--- config.mk ---
export PLATFORM = sky130hd
export DESIGN_NAME = sprite_motion_ctrl
export DESIGN_NICKNAME = d
export VERILOG_FILES = /design/src/rtl/sprite_motion_ctrl.sv
export SDC_FILE = /design/constraint.sdc
export NUM_CORES = 1
export LEC_CHECK = 0
export CAP_MARGIN = 30
export CORE_ASPECT_RATIO = 0.7
export CORE_MARGIN = 8
export CORE_UTILIZATION = 30
export CTS_CLUSTER_DIAMETER = 80
export DETAILED_ROUTE_END_ITERATION = 7
export SYNTH_ARGS = -nofsm -noshare
export SYNTH_HDL_FRONTEND = slang
export SYNTH_SLANG_ARGS = --single-unit
--- constraint.sdc ---
create_clock -name clk -period 3.3 [get_ports clk]
set_input_delay 0.495 -clock clk [delete_from_list [all_inputs] [get_ports clk]]
set_output_delay 0.495 -clock clk [all_outputs]
set_load 0.03 [all_outputs]
--- src/rtl/sprite_motion_ctrl.sv ---
// rtl/sprite_motion_ctrl.sv - frame-synchronised bouncing sprite centre with debounced speed button
// Position moves once per frame at the start of vertical blanking.
module sprite_motion_ctrl #(
    parameter int H_ACTIVE        = 640,
    parameter int V_ACTIVE        = 480,
    parameter int RADIUS          = 32,
    parameter int INIT_H          = 320,
    parameter int INIT_V          = 240,
    parameter int DEBOUNCE_CYCLES = 250000,
    parameter int MAX_SPEED       = 7
) (
    input  logic       clk,
    input  logic       reset,
    input  logic [9:0] h_readwire,
    input  logic [9:0] v_readwire,
    input  logic       enable,
    input  logic       butt_speed,
    output logic [9:0] pos_h,
    output logic [9:0] pos_v,
    output logic       dir_h,
    output logic       dir_v,
    output logic [2:0] speed,
    output logic       frame_tick
);

    localparam int          CNT_W     = $clog2(DEBOUNCE_CYCLES + 1);
    localparam logic [CNT_W-1:0] CNT_LAST = CNT_W'(DEBOUNCE_CYCLES - 1);
    localparam logic [10:0] HMAX      = 11'(H_ACTIVE - 1 - RADIUS);
    localparam logic [10:0] HMIN      = 11'(RADIUS);
    localparam logic [10:0] VMAX      = 11'(V_ACTIVE - 1 - RADIUS);
    localparam logic [10:0] VMIN      = 11'(RADIUS);
    localparam logic [9:0]  V_MATCH   = 10'(V_ACTIVE);
    localparam logic [9:0]  INIT_H_L  = 10'(INIT_H);
    localparam logic [9:0]  INIT_V_L  = 10'(INIT_V);
    localparam logic [2:0]  SPEED_MAX = 3'(MAX_SPEED);

    typedef enum logic [1:0] {
        ST_IDLE,
        ST_PRESS_WAIT,
        ST_HELD,
        ST_RELEASE_WAIT
    } db_state_t;

    db_state_t        state_q, state_d;
    logic [CNT_W-1:0] cnt_q, cnt_d;
    logic             sync1_q, sync1_d;
    logic             sync2_q, sync2_d;
    logic             match_q, match_d;
    logic             tick_q, tick_d;
    logic [9:0]       pos_h_q, pos_h_d;
    logic [9:0]       pos_v_q, pos_v_d;
    logic             dir_h_q, dir_h_d;
    logic             dir_v_q, dir_v_d;
    logic [2:0]       speed_q, speed_d;
    logic             press;

    // Returns {new_dir, new_pos}; 11-bit math so the upper limit compare cannot wrap.
    function automatic logic [10:0] axis_next(
        input logic [9:0]  pos,
        input logic        dir,
        input logic [2:0]  spd,
        input logic [10:0] lo,
        input logic [10:0] hi
    );
        logic [10:0] cur;
        logic [10:0] stp;
        logic [10:0] inc;
        logic [9:0]  dec;
        cur = {1'b0, pos};
        stp = {8'b0, spd};
        inc = cur + stp;
        dec = pos - {7'b0, spd};
        if (dir) begin
            if (inc >= hi) begin
                axis_next = {1'b0, hi[9:0]};
            end else begin
                axis_next = {1'b1, inc[9:0]};
            end
        end else begin
            if (cur <= lo + stp) begin
                axis_next = {1'b1, lo[9:0]};
            end else begin
                axis_next = {1'b0, dec};
            end
        end
    endfunction

    always_ff @(posedge clk or posedge reset) begin
        if (reset) begin
            state_q <= ST_IDLE;
            cnt_q   <= '0;
            sync1_q <= 1'b0;
            sync2_q <= 1'b0;
            match_q <= 1'b0;
            tick_q  <= 1'b0;
            pos_h_q <= INIT_H_L;
            pos_v_q <= INIT_V_L;
            dir_h_q <= 1'b1;
            dir_v_q <= 1'b1;
            speed_q <= 3'd1;
        end else begin
            state_q <= state_d;
            cnt_q   <= cnt_d;
            sync1_q <= sync1_d;
            sync2_q <= sync2_d;
            match_q <= match_d;
            tick_q  <= tick_d;
            pos_h_q <= pos_h_d;
            pos_v_q <= pos_v_d;
            dir_h_q <= dir_h_d;
            dir_v_q <= dir_v_d;
            speed_q <= speed_d;
        end
    end

    always_comb begin
        state_d = state_q;
        cnt_d   = cnt_q;
        press   = 1'b0;
        sync1_d = butt_speed;
        sync2_d = sync1_q;
        case (state_q)
            ST_IDLE: begin
                if (sync2_q) begin
                    state_d = ST_PRESS_WAIT;
                    cnt_d   = '0;
                end
            end
            ST_PRESS_WAIT: begin
                if (!sync2_q) begin
                    state_d = ST_IDLE;
                end else if (cnt_q == CNT_LAST) begin
                    state_d = ST_HELD;
                    press   = 1'b1;
                end else begin
                    cnt_d = cnt_q + CNT_W'(1);
                end
            end
            ST_HELD: begin
                if (!sync2_q) begin
                    state_d = ST_RELEASE_WAIT;
                    cnt_d   = '0;
                end
            end
            ST_RELEASE_WAIT: begin
                if (sync2_q) begin
                    state_d = ST_HELD;
                end else if (cnt_q == CNT_LAST) begin
                    state_d = ST_IDLE;
                end else begin
                    cnt_d = cnt_q + CNT_W'(1);
                end
            end
            default: state_d = ST_IDLE;
        endcase
    end

    // Position always steps with the speed held before this edge's press, if any.
    always_comb begin
        match_d = (v_readwire == V_MATCH) && (h_readwire == 10'd0);
        tick_d  = match_d && !match_q;
        pos_h_d = pos_h_q;
        pos_v_d = pos_v_q;
        dir_h_d = dir_h_q;
        dir_v_d = dir_v_q;
        speed_d = speed_q;
        if (tick_d && enable && (speed_q != 3'd0)) begin
            {dir_h_d, pos_h_d} = axis_next(pos_h_q, dir_h_q, speed_q, HMIN, HMAX);
            {dir_v_d, pos_v_d} = axis_next(pos_v_q, dir_v_q, speed_q, VMIN, VMAX);
        end
        if (press) begin
            speed_d = (speed_q == SPEED_MAX) ? 3'd0 : speed_q + 3'd1;
        end
    end

    assign pos_h      = pos_h_q;
    assign pos_v      = pos_v_q;
    assign dir_h      = dir_h_q;
    assign dir_v      = dir_v_q;
    assign speed      = speed_q;
    assign frame_tick = tick_q;

endmodule

After elaboration in Yosys (flattened, before gate mapping):

Index checks and enable logic that the tools add are counted.

* bits of input ports: 24
* flip-flop bits (word level): 49

* eq/ne operators: 12
* order comparisons: 4
* reduce and logical (&&, ||, !) cells: 10
* muxes and demuxes: 23
* $add $sub $neg: 7

Operators with widths (count)
* $mux W18: 5
* $pmux W18 S4: 1
* $mux W11: 6
* $add A10 B3 Y11: 2
* $sub A10 B3 Y10: 2
* $add A18 B1 Y18 const B: 1
* $eq A18 B18 Y1 const B: 1
* $mux W2: 6
* $ge A11 B10 Y1 const B: 1
* $ge A11 B9 Y1 const B: 1
* $le A10 B11 Y1: 1
* $eq A10 B9 Y1 const B: 1
* $le A10 B7 Y1: 1
* $logic_not A10 Y1: 1
* $ne A2 B2 Y1 const B: 4
* $pmux W2 S4: 1
* $reduce_and A4 Y1: 2
* $add A6 B3 Y7 const A: 1
* $ne A3 B3 Y1 const B: 2
* $eq A2 B2 Y1 const B: 2
* $logic_and A1 B1 Y1: 4
* $add A3 B1 Y3 const B: 1
* $eq A3 B3 Y1 const B: 1
* $mux W1: 3
* 5 further kinds: 5

Depth between registers and ports, before layout:

Gate-level depths: netlist (run 1).

* depth after elaboration: 5
* mapped depth: 10
* gate-level depth less buffers: 10

Worst setup path after synthesis (run 1):

Ideal clock, no wire load.

* kind: reg-to-reg
* start: register speed_q[1] (netlist: speed[1])
* end: register pos_v_q[7] (netlist: pos_v[7])
* setup time: 83 ps
* stages on the path, launching flop included: 9
* required time: 3217 ps
* slack: 521 ps
* clock period less this slack: 2779 ps
* data arrival time: 2696 ps
* cells stage by stage: dfrtp_1 -> inv_1 -> ha_1 -> nor3b_1 -> o311a_1 -> nand3_1 -> mux2i_1 -> nand3_1 -> o311a_1

* word-level cells in the longest chain between the ends: 4
* elaborated cells between the ends (all ways): 10
* those cells by class: add/sub: 3; order compare: 2; mux: 3; reduce/logical: 2

RTL lines
* from (decl): line 54 `logic [2:0] speed_q, speed_d;`
* from (signal assigned): line 112 `speed_q <= speed_d;`
* $add A10 B3 Y11 / $add A6 B3 Y7 (equally long branches): line 71, 80
* $ge A11 B9 Y1 / $le A10 B7 Y1 (equally long branches): line 74, 80
* $mux W11 (on tied branches): line 74, 80
* $mux W11: line 73 `if (dir) begin`
* to (signal assigned): line 109 `pos_v_q <= pos_v_d;`
* to (decl): line 51 `logic [9:0] pos_v_q, pos_v_d;`

Several ways; a longest one is shown, not always the timed one.
A chain may end at the register's enable or synchronous reset.

Worst setup path after layout (run 1):

* start: register speed_q[2] (netlist: speed[2])
* end: register pos_v_q[7] (netlist: pos_v[7])

The elaborated chain is that of the path after synthesis.

==> results of run 1 <==
logic make-up after synthesis:
family | share of synthesized area
simple gates | 0.266
compound gates | 0.235
flops | 0.313
buf+inv | 0.0478
xor+xnor | 0.0487
fa+ha+maj | 0.0709
mux | 0.0190
where the power goes:
part / switching, uW / total (uW) / internal (uW)
Clock: 250 / 556 / 307
Sequential: 7.44 / 615 / 607
Combinational: 38.3 / 78.1 / 39.8
Total: 295 / 1250 / 954
area by class of cell:
type	instances	area (sq um)
tap	166	208
clock buffer	6	139
timing repair buffer	59	566
sequential	49	1240
multi-input combinational	369	2530
clock inverter	2	17.5
fill	1304	8220
inverter	22	82.6
timing repair:
item,CTS,global route
setup endpoints to repair,0,4
buffers inserted,0,0
gates resized for setup,0,1
critical path, stage by stage (launching register included):
cell and delay, ps:
dfrtp_1 480, inv_1 140, ha_1 580, nor3b_2 130, or3_1 420, a22o_1 220
o22ai_1 350, nand3_1 270, o311a_1 360
placed cells by master, fill, tap and decap left out, types with 10 or more instances in the layout:
cell,count
clkdlybuf4s50_1,49
nand3_1,21
dfrtp_1,40
o21ai_0,33
nor2_1,26
buf_4,10
xnor2_1,17
a21oi_1,19
a211oi_1,11
nor3_1,16
nand2_1,42
inv_1,21
ha_1,16
per-layer routing:
| metal | vias up | wire [microns] |
|---|---|---|
| met1 | 1842 | 5560 |
| met2 | 138 | 4920 |
| li1 | 1828 | - |
| met4 | 0 | 102 |
| met5 | - | 0 |
| met3 | 8 | 931 |
through the flow:
| stage | total power, uW | cell area [sq um] | utilization |
|---|---|---|---|
| 2_1_floorplan | 658 | 3960 | - |
| 3_5_place_dp | 705 | 4620 | 0.355 |
| 5_1_grt | 1300 | 4780 | 0.368 |
| 6_report | 1250 | 4780 | 0.368 |
| 4_1_cts | 1260 | 4780 | 0.367 |
| 3_3_place_gp | 704 | 4620 | 0.355 |
registers in the layout (all words and copies together) (netlist names), named ones only:
signal and cells:
cnt_q 18, pos_h 10, pos_v 10, speed 3
dir_h 1, dir_v 1, frame_tick 1, match_q 1
state_q 1, sync1_q 1, sync2_q 1
worst paths after layout:
check | start | end | slack, ps
setup reg to reg | speed[2] | pos_v[7] | 300
hold / removal | sync1_q | sync2_q | 360
min in group asynchronous | reset | pos_v[9] | 490
setup / recovery | speed[2] | pos_v[7] | 300
max in group asynchronous | reset | cnt_q[1] | 2190
hold reg to reg | sync1_q | sync2_q | 360
==> results_dict.tcl, run 1 <==
set metrics [dict create \
    async_reset_ff_frac 1.00 \
    endpoint_kind "flip-flop" \
    overflow 0 \
    place_ws_ps 210 \
    cts-root-buf "clkbuf_16" \
    synth_common_cells "nand2_1, dfrtp_1, o21ai_0, nor2_1, inv_1" \
    drc 0 \
    worst_slew_pin_slew_ps 609 \
    grt_use_met1 0.193 \
    min_path_type "reg -> reg" \
    die_y_microns 112 \
    timing.hold.worst_path_depth 0 \
    grt_pass1_vias 3524 \
    grt_antenna_before_repair 0 \
    synth_top_area_cell "dfrtp_1" \
    peakVddDrop_v 0.000261 \
    slew_violations 0 \
    die_area_sq_um 17200 \
    synth-edff-count 0 \
    drive_gt1_frac 0.0888 \
    placed_cells 665 \
    fin_crit_ps 3000 \
    ant_nets 0 \
    outcome "finished, final reports clean" \
    fin_crit_sh 0.910 \
    synth-main-ff-cell "dfrtp_1" \
    synthMostInstantiatedCell "nand2_1" \
    hold_viol_final 0 \
    vias 3816 \
    syn_to_final_growth_pct 20.9 \
    fin_cells 673 \
    syn_avg_cell_area_sq_um 8.49 \
    clk_path_buf_depth 2 \
    cts_tree "done" \
    ys_top_cells_by_area "dfrtp_1, dfstp_2, ha_1, o21ai_0, nand2_1" \
    grtUsageMet3 0.0349 \
    ys_seq_area_frac 0.313 \
    nNetsFinal 550 \
    p_leak_uw 0.00184 \
    synth.cell_area_sq_um 3960 \
    cts_hold_buf 0 \
    cp.required_ps 3520 \
    syn-num-nets 510 \
    finalSetupTns_ps 0 \
    die_w_microns 153 \
    ys_ff_latch 49 \
    max_cap_viol_count 0 \
    grt_start_max_net_pins 24 \
    timing.final.ws_setup_ps 297 \
    totalWireLength_microns 11500 \
    synth_cell_types 66 \
    antenna_cells 0 \
    boundaryPins 50 \
    dp_hpwl_microns 8640 \
    grt.total_usage 0.133 \
    cp.arrival_ps 3220 \
    clk_pin_slew_worst_paths_ps 70 \
    viasPerCell 5.67 \
    dr.pass1.iters 5 \
    critical_path_class "reg -> reg" \
    clk_latency_ps 290 \
    top_usage_layer "met2" \
    htreeDepth 2 \
    rsz0062_at_grt "no" \
    yosysWarnings 0 \
    fin_skew_ps 11.1 \
    slew_headroom 0.591 \
    worstPathMaxFanout 13 \
    hold_ws_ps 362 \
    initial_core_util 0.304 \
    fmax_ghz 0.333 \
    start_kind "flip-flop" \
    wl_per_cell_microns 17.1 \
    power_density_nw_per_um2 261 \
    reg2reg_depth 8 \
    num_rows 35 \
    port-buffer-count 49 \
    drt-initial-drc-count 361 \
    grt_pass1_wl_microns 19000 \
    core_sq_um 13000 \
    gp_congestion 0.892 \
    synthCells 466 \
    finalSetupViolCount 0 \
    cts_buffers 5 \
    synth_top_area_frac 0.253 \
    numClockSinks 49 \
    grt_use_met2 0.196 \
]
Power figures use the tool's default switching activity.
==> run 2, diff against run 1 <==
--- a/config.mk
+++ b/config.mk
@@ -9,7 +9,7 @@
 export CORE_ASPECT_RATIO = 0.7
 export CORE_MARGIN = 8
 export CORE_UTILIZATION = 30
-export CTS_CLUSTER_DIAMETER = 80
+export CTS_CLUSTER_DIAMETER = 120
 export DETAILED_ROUTE_END_ITERATION = 7
 export SYNTH_ARGS = -nofsm -noshare
 export SYNTH_HDL_FRONTEND = slang
==> results of run 2 <==
Same layout as run 1: the final DEF is identical, and so are final timing and power.
==> run 3, diff against run 2 <==
--- a/config.mk
+++ b/config.mk
@@ -11,6 +11,7 @@
 export CORE_UTILIZATION = 30
 export CTS_CLUSTER_DIAMETER = 120
 export DETAILED_ROUTE_END_ITERATION = 7
+export REMOVE_ABC_BUFFERS = 1
 export SYNTH_ARGS = -nofsm -noshare
 export SYNTH_HDL_FRONTEND = slang
 export SYNTH_SLANG_ARGS = --single-unit
==> run 3 against run 2 <==
Routed wire length decreased by 1.6%. Worst hold slack got worse by 5.2 ps. Final area decreased by 0.29%. Sequential cell count unchanged. Maximum frequency decreased by 3.1%. Clock skew increased by 1.9 ps. Non-clock buffer count unchanged. Combinational power decreased by 3.3%. Count of clock-buffer cells in the layout decreased by 1. Global-route usage decreased by 0.12 points.
==> results_dict.tcl, run 3 (synthesis gave the netlist of run 1 again) <==
set metrics [dict create \
    timing.final.ws_setup_ps 201 \
    cts_buffers 5 \
    worst_slew_pin_slew_ps 675 \
    mostFrequentLayoutCell "clkdlybuf4s50_1" \
    die_w_microns 153 \
    slew_violations 0 \
    slowest_delay_ps 560 \
    dr.pass1.iters 5 \
    nNetsFinal 550 \
    final_util 0.367 \
    wl_per_cell_microns 16.8 \
    multi_input_area_sq_um 2530 \
    initial_core_util 0.304 \
    p_leak_uw 0.00183 \
    top_register "cnt_q" \
    cp.required_ps 3520 \
    boundaryPins 50 \
    clk_latency_ps 300 \
    wl_met3_microns 1050 \
    cts-resized-gates 0 \
    cts_hold_buf 0 \
    gp_congestion 0.900 \
    vias 3781 \
    port-buffer-count 49 \
    drc 0 \
    crit_start "speed[2]" \
    fin_skew_ps 12.9 \
    die_y_microns 112 \
    power_frac_clock 0.432 \
    cts_tree "done" \
    die_area_sq_um 17200 \
    max_cap_viol_count 0 \
    totalWireLength_microns 11300 \
    routed.top_layer "met4" \
    worstPathMaxFanout 13 \
    switching_share 0.237 \
    grt.total_usage 0.132 \
    syn_to_final_growth_pct 20.6 \
    fin_crit_ps 3100 \
    ant_nets 0 \
    postLayoutCellArea_sq_um 4770 \
    viasPerCell 5.62 \
    critical_path_class "reg -> reg" \
    crit_path_cell_trace "inv_1, ha_1, nor3b_1, or3_1, a22o_1, o22ai_1, nand3_1, o311a_1" \
    grt_pass1_vias 3557 \
    ff_latch_area_sq_um 1240 \
    numClockSinks 49 \
    drive_gt1_frac 0.0868 \
    clk_path_buf_depth 2 \
    largest_register_ff_count 18 \
    grt_start_max_net_pins 34 \
    num_rows 35 \
    power_density_nw_per_um2 255 \
    grt_pass1_wl_microns 18700 \
    core_sq_um 13000 \
    mostFrequentLayoutCells "clkdlybuf4s50_1, nand2_1, dfrtp_1" \
    peakVddDrop_v 0.000190 \
    drt-initial-drc-count 470 \
    finalSetupTns_ps 0 \
    switchingPower_uw 288 \
    endpoint_kind "flip-flop" \
    start_kind "flip-flop" \
    place_ws_ps 281 \
    cts-root-buf "clkbuf_16" \
    finalSetupViolCount 0 \
    comb_power_share 0.062 \
    slew_headroom 0.546 \
    clk_pin_slew_worst_paths_ps 80 \
    rsz0062_at_grt "no" \
    cpMaxStageDelayCell "ha_1" \
    drt-met1-wl_microns 5690 \
    overflow 0 \
    hold_viol_final 0 \
    wl_met2_microns 4460 \
    postCtsSetupBuffers 0 \
    hold_ws_ps 357 \
    seq_power_share 0.506 \
    outcome "finished, final reports clean" \
    rr_startpoint "speed[2]" \
    dp_hpwl_microns 8530 \
    min_path_type "reg -> reg" \
    fin_crit_sh 0.939 \
    p_int_uw 928 \
    fillers 1322 \
    antenna_cells 0 \
    htreeDepth 2 \
    placed_area_sq_um 4620 \
    hold_start "sync1_q" \
    cp.arrival_ps 3320 \
    fmax_ghz 0.323 \
    grt_antenna_before_repair 0 \
]
[run 3: cell count changes in the layout (fill, tap and decap cells not counted), sizes merged]
cell | previous run | this run
clkinv | 1 | 0
inv | 23 | 22
clkbuf | 6 | 5
clkinvlp | 0 | 3
[run 3: worst max-delay path: cells and delay by family, from the launching register on]
family                     cells  cell delay, ps
buffers and inverters          1             140
AOI/OAI and AO/OA              3             980
and+or+nand+nor                3             900
adders and majority gates      1             560
DFF                            1             440
[run 3: area by class of cell]
class | instances | area share
timing repair buffer | 59 | 0.119
multi-input combinational | 369 | 0.530
clock buffer | 5 | 0.0262
sequential | 49 | 0.259
tap | 166 | 0.0435
inverter | 22 | 0.0173
clock inverter | 3 | 0.00472
[run 3: final timing paths]
check | endpoint | cells after the start | slack, ps
min in group asynchronous | pos_v[3] | 2 | 510
worst max register to register | pos_v[7] | 8 | 200
worst max-delay path | pos_v[7] | 8 | 200
worst min-delay path | sync2_q | 0 | 360
worst min register to register | sync2_q | 0 | 360
max in group asynchronous | speed[0] | 3 | 2000
[run 3: metrics by stage]
step | total power [uW] | std cells
2_1_floorplan | 657 | 440
3_3_place_gp | 702 | 665
3_5_place_dp | 703 | 665
4_1_cts | 1240 | 673
5_1_grt | 1260 | 673
6_report | 1220 | 673
[run 3: power by group through the flow]
stage,Clock (uW),Sequential [uW],Combinational (uW)
6_report,526,615,75.5
5_1_grt,562,616,84.3
4_1_cts,543,615,77.7
3_5_place_dp,0,626,77.3
3_3_place_gp,0,626,76.0
2_1_floorplan,0,624,32.4
[run 3: per-layer routing]
metal | global-route usage | vias up
met2 | 0.176 | 177
met4 | 0.0348 | 0
met3 | 0.0407 | 15
li1 | - | 1819
met5 | 0 | -
met1 | 0.197 | 1770
